**config.mk**
```make
export PLATFORM = sky130hd
export DESIGN_NAME = fifo_wr_packer
export DESIGN_NICKNAME = d
export VERILOG_FILES = /design/src/rtl/fifo_wr_packer.sv
export SDC_FILE = /design/constraint.sdc
export NUM_CORES = 1
export LEC_CHECK = 0
export ABC_CLOCK_PERIOD_IN_PS = 4300
export BUFFER_PORTS_ARGS = -buffer_cell sky130_fd_sc_hd__buf_2
export CAP_MARGIN = 20
export CORE_ASPECT_RATIO = 1.4
export CORE_MARGIN = 2
export CORE_UTILIZATION = 40
export DETAILED_ROUTE_END_ITERATION = 10
export PLACE_DENSITY_LB_ADDON = 0.05
export SLEW_MARGIN = 20
export SYNTH_ARGS = -nofsm -noshare
export SYNTH_HDL_FRONTEND = slang
export SYNTH_SLANG_ARGS = --single-unit
```
**constraint.sdc**
```tcl
create_clock -name wr_clk -period 4.3 [get_ports wr_clk]
set_input_delay 0.645 -clock wr_clk [delete_from_list [all_inputs] [get_ports wr_clk]]
set_output_delay 0.645 -clock wr_clk [all_outputs]
set_load 0.01 [all_outputs]
```
**src/rtl/fifo_wr_packer.sv**
```systemverilog
// Packs narrow valid/ready beats little-endian into WIDTH-bit words for the async FIFO write port.
// A hold register and a two-state FSM feed wr_en/wdata, and writes are gated by fifo_full.
module fifo_wr_packer #(
  parameter int                     WIDTH     = 32,
  parameter int                     IN_WIDTH  = 8,
  parameter logic [IN_WIDTH-1:0]    PAD_VAL   = '0,
  parameter int                     CNT_WIDTH = 16
) (
  input  logic                 wr_clk,
  input  logic                 rst,
  input  logic                 in_valid,
  input  logic [IN_WIDTH-1:0]  in_data,
  input  logic                 in_last,
  output logic                 in_ready,
  input  logic                 fifo_full,
  output logic                 wr_en,
  output logic [WIDTH-1:0]     wdata,
  output logic [CNT_WIDTH-1:0] words_written,
  output logic [CNT_WIDTH-1:0] frames_written,
  output logic                 stalled
);

  localparam int RATIO = WIDTH / IN_WIDTH;
  localparam int LW    = (RATIO > 1) ? $clog2(RATIO) : 1;

  typedef enum logic {
    S_EMPTY  = 1'b0,
    S_LOADED = 1'b1
  } state_t;

  state_t               r_state;
  logic [WIDTH-1:0]     r_acc;
  logic [LW-1:0]        r_lane;
  logic [WIDTH-1:0]     r_hold_data;
  logic                 r_hold_last;
  logic [CNT_WIDTH-1:0] r_words;
  logic [CNT_WIDTH-1:0] r_frames;

  logic                 w_loaded;
  logic                 w_wr_en;
  logic                 w_in_ready;
  logic                 w_accept;
  logic                 w_lane_top;
  logic                 w_complete;
  logic [WIDTH-1:0]     w_word;

  assign w_loaded   = (r_state == S_LOADED);
  assign w_wr_en    = !rst && w_loaded && !fifo_full;
  assign w_in_ready = !rst && (!w_loaded || !fifo_full);
  assign w_accept   = in_valid && w_in_ready;
  assign w_lane_top = (r_lane == LW'(RATIO - 1));
  assign w_complete = w_accept && (w_lane_top || in_last);

  // Lanes below the current one come from acc, the current lane takes the beat,
  // and lanes above are padded (only visible when a short frame closes the word).
  always_comb begin
    w_word = '0;
    for (int i = 0; i < RATIO; i++) begin
      if (i < int'(r_lane)) begin
        w_word[i*IN_WIDTH +: IN_WIDTH] = r_acc[i*IN_WIDTH +: IN_WIDTH];
      end else if (i == int'(r_lane)) begin
        w_word[i*IN_WIDTH +: IN_WIDTH] = in_data;
      end else begin
        w_word[i*IN_WIDTH +: IN_WIDTH] = PAD_VAL;
      end
    end
  end

  always_ff @(posedge wr_clk) begin
    if (rst) begin
      r_state     <= S_EMPTY;
      r_acc       <= '0;
      r_lane      <= '0;
      r_hold_data <= '0;
      r_hold_last <= 1'b0;
      r_words     <= '0;
      r_frames    <= '0;
    end else begin
      if (w_wr_en) begin
        r_words <= r_words + CNT_WIDTH'(1);
        if (r_hold_last) begin
          r_frames <= r_frames + CNT_WIDTH'(1);
        end
      end

      if (w_complete) begin
        // A commit on the same edge still leaves the FSM loaded: no bubble.
        r_hold_data <= w_word;
        r_hold_last <= in_last;
        r_acc       <= '0;
        r_lane      <= '0;
        r_state     <= S_LOADED;
      end else begin
        if (w_accept) begin
          r_acc  <= w_word;
          r_lane <= r_lane + LW'(1);
        end
        if (w_wr_en) begin
          r_state <= S_EMPTY;
        end
      end
    end
  end

  assign in_ready       = w_in_ready;
  assign wr_en          = w_wr_en;
  assign wdata          = (!rst && w_loaded) ? r_hold_data : '0;
  assign words_written  = r_words;
  assign frames_written = r_frames;
  assign stalled        = !rst && w_loaded && fifo_full;

endmodule

```
==> key figures <==
Routing
  • Routed wire length: ~9500 µm
  • Initial drt markers: 90
  • DRC: 0
  • Vias: 3444
  • DR WL/cell: between 10 and 15 µm
  • Vias per cell: around 5.2
  • TritonRoute pass-1 iters: 4
  • Detail Route Antenna Nets: 0

Run status
  • Result of the run: finished clean

Yosys
  • Count leader, synth: dfxtp_1
  • Net count after synthesis: between 400 and 500
  • Synth cell count leaders: dfxtp_1 (92), nor2_1 (61), nand3_1 (37)
  • Syn Std Cell Area: roughly 4000 µm²
  • #FFs+latches synth: between 90 and 100
  • Synth area leaders: dfxtp_1 (46%), nor2_1 (5.7%), and2_1 (5.3%), nand3_1 (4.6%), mux2i_1 (4.0%)
  • Cell taking the most area after synthesis: dfxtp_1
  • Asr flop ratio synth: 0%
  • Area share of the largest cell type after synthesis: between 40 and 50%
  • Post-synth EDFFs: 0
  • Synthesized area per cell: 8.66 µm²
  • Cells after Synth: 465
  • Post-synth cell types: between 40 and 50
  • Register area share after synthesis: between 40 and 50%
  • Top_reg_cell synth: dfxtp_1
  • Synth Warn #: 0

Clocking
  • CTS tree: yes
  • CTS max path bufs: 2
  • Worst-path clk slew: approximately 0.060 ns
  • Skew-Pair Late Insertion Delay: between 0.3 and 0.4 ns
  • Cts bufs inserted: 9
  • CTS sink count: 92
  • Post-cts resize count: 0
  • Post-CTS setup buffer count: 0
  • # H-tree levels: 3
  • Post-CTS Hold Buffers: 0
  • Root Buffer: clkbuf_16

Worst setup path
  • Critical path required time: roughly 3.7 ns
  • Critical path type: flip-flop to output port
  • Slowest-stage cell, CP: nor3b_1
  • Crit path launch type: flip-flop
  • CP Capture Type: output port
  • Worst path arrival time: around 1.7 ns
  • Critical path, cell by cell: nor3b_1 -> buf_2
  • Crit path max fanout: 9
  • Reg2Reg Depth: 4
  • Max stage delay on crit path: around 0.58 ns

Layout
  • P&R area growth vs syn: 19.3%
  • N_diodes: 0
  • Layout Utilization: between 40% and 50%
  • Number of nets in the layout: approximately 550
  • Share of cells above drive strength 1: between 15 and 20%

Power
  • Leak: 2.02 nW
  • Net switching power figure: a little over 0.0004 W
  • Int Power: between 0.001 and 0.0015 W
  • Clk network pwr share: between 40% and 50%
  • Switch share: approximately 22%
  • Flop pwr share: around half
  • Pwr dens: ~380 nW/µm²
  • Comb power frac: approximately 6%
  • Highest ir drop seen on vdd: a little over 0.2 mV

Place
  • GPL Wtd Cong: just under 0.8
  • Input/output buffers: 79
  • HPWL after DPL: 6600 µm

Min path
  • Worst Hold Class: flip-flop to flip-flop
  • Hold depth: 2

Global routing
  • Initial antenna violation count: 0
  • Vias in the first global route: around 3200
  • Total gr overflow: 0
  • Largest net degree at the start of global routing: 58
  • First-pass GRT wire length: around 15000 µm
  • Total GRT Usage: between 10% and 20%

STA
  • FMAX: 435 MHz
  • Worst-Margin Slew: 0.934 ns
  • Unrepaired setup endpoints after global routing: no
  • Setup TNS: 0 ns
  • Max-slew headroom: a little under two fifths
  • Skew final: ~0.0064 ns
  • Final Cycle Share: a little over half
  • Pins Over Slew Limit: 0
  • Final Hold Vio Count: 0
  • Fin crit period: approximately 2.3 ns
  • Final setup violation count: 0

Floorplanning
  • Height of the die: roughly 120 µm
  • Io pins: 80
  • Initial Utilization: approximately two fifths
  • Cell Rows: 43
  • DIE WIDTH: 88.8 µm
  • Core area: just under 10000 µm²
  • Full die area: roughly 11000 µm²

Flow run
  • Max-Cap Viols: 0
-- routing by layer --
layer | vias up | GRT usage [%] | part of all wire [%]
met4 | 0 | 6.25 | 1.3
met3 | 10 | 4.37 | 3.4
met1 | 1593 | 23.1 | 46
met5 | - | 0 | 0
met2 | 71 | 30.7 | 50
li1 | 1770 | - | -
-- cell type report --
| class | instances | area, µm² |
|---|---|---|
| sequential | 92 | 1840 |
| inverter | 6 | 22.5 |
| timing repair buffer | 83 | 425 |
| fill | 1018 | 5040 |
| clock inverter | 4 | 72.6 |
| clock buffer | 12 | 246 |
| tap | 135 | 169 |
| multi-input combinational | 334 | 2030 |
-- cell usage in the layout, fill, tap and decap left out, types with 2 or more instances in the layout --
cell / count
a32oi_1: 8
nand4b_1: 2
xor2_1: 10
clkbuf_16: 9
o211ai_1: 2
nand3_1: 37
and4_1: 3
and2_1: 34
nand4_1: 7
bufinv_16: 2
inv_1: 5
o21ai_0: 31
or4_1: 4
xnor2_1: 8
a21oi_1: 22
o31ai_1: 5
nor2b_1: 4
nor4_1: 4
or3_1: 6
dfxtp_1: 92
nand2_1: 20
and3_1: 3
ha_1: 7
mux2i_1: 16
a211oi_1: 16
nor3_1: 3
clkbuf_1: 2
a22oi_1: 9
buf_2: 79
nor2_1: 61
buf_4: 4
-- through the flow --
stage | hold slack [ns] | std cells | worst slack [ns] | cell area [µm²] | total power [W]
CTS | 0.471 | 666 | 1.97 | 4810 | 0.00187
detailed placement | 0.455 | 650 | 1.81 | 4490 | 0.00102
floorplan | 0.435 | 465 | 2.23 | 4030 | 0.000980
global placement | 0.449 | 650 | 1.89 | 4490 | 0.00101
finish | 0.464 | 666 | 2.00 | 4810 | 0.00184
global route | 0.500 | 666 | 1.84 | 4810 | 0.00192
-- kinds of logic (layout without fill, tap and decap cells) --
group	count (synthesis)	after routing	synth area share, %
AND/OR/NAND/NOR	197	197	25.3
AO/OA/AOI/OAI	95	95	14.7
flip-flops	92	92	45.7
buffers and inverters	39	105	3.97
XOR/XNOR	18	18	3.91
multiplexers	17	17	4.25
adder cells (fa/ha/maj)	7	7	2.17
-- path summary, 6_finish.rpt --
path,start,to,slack (ns)
min,r_hold_data[8]$_SDFFE_PP0P_,r_hold_data[8]$_SDFFE_PP0P_,0.46
max reg2reg,r_lane[1]$_SDFFE_PP0P_,r_acc[0]$_SDFFE_PP0P_,2.04
min reg2reg,r_hold_data[8]$_SDFFE_PP0P_,r_hold_data[8]$_SDFFE_PP0P_,0.46
max,r_state$_SDFFE_PP0P_,wr_en,2.00
-- power groups by stage --
stage	registers (W)	logic [W]	clock network, W
final	0.000887	0.000109	0.000848
after global routing	0.000889	0.000122	0.000908
after CTS	0.000887	0.000111	0.000871
after detailed placement	0.000906	0.000111	0
after global placement	0.000906	0.000109	0
after floorplan	0.000902	0.0000782	0
-- registers in the layout, indices dropped and copies added (netlist names) --
signal and cells:
frames_written 16, r_acc 24, r_hold_data 32, r_hold_last 1, r_lane 2, r_state 1
words_written 16
-- worst max-delay path, delay by kind of cell (launching register included) --
kind                   cells  cell delay (ns)
buffers and inverters      1             0.25
DFF                        1             0.49
and+or+nand+nor            1             0.58
Power figures use the tool's default switching activity.
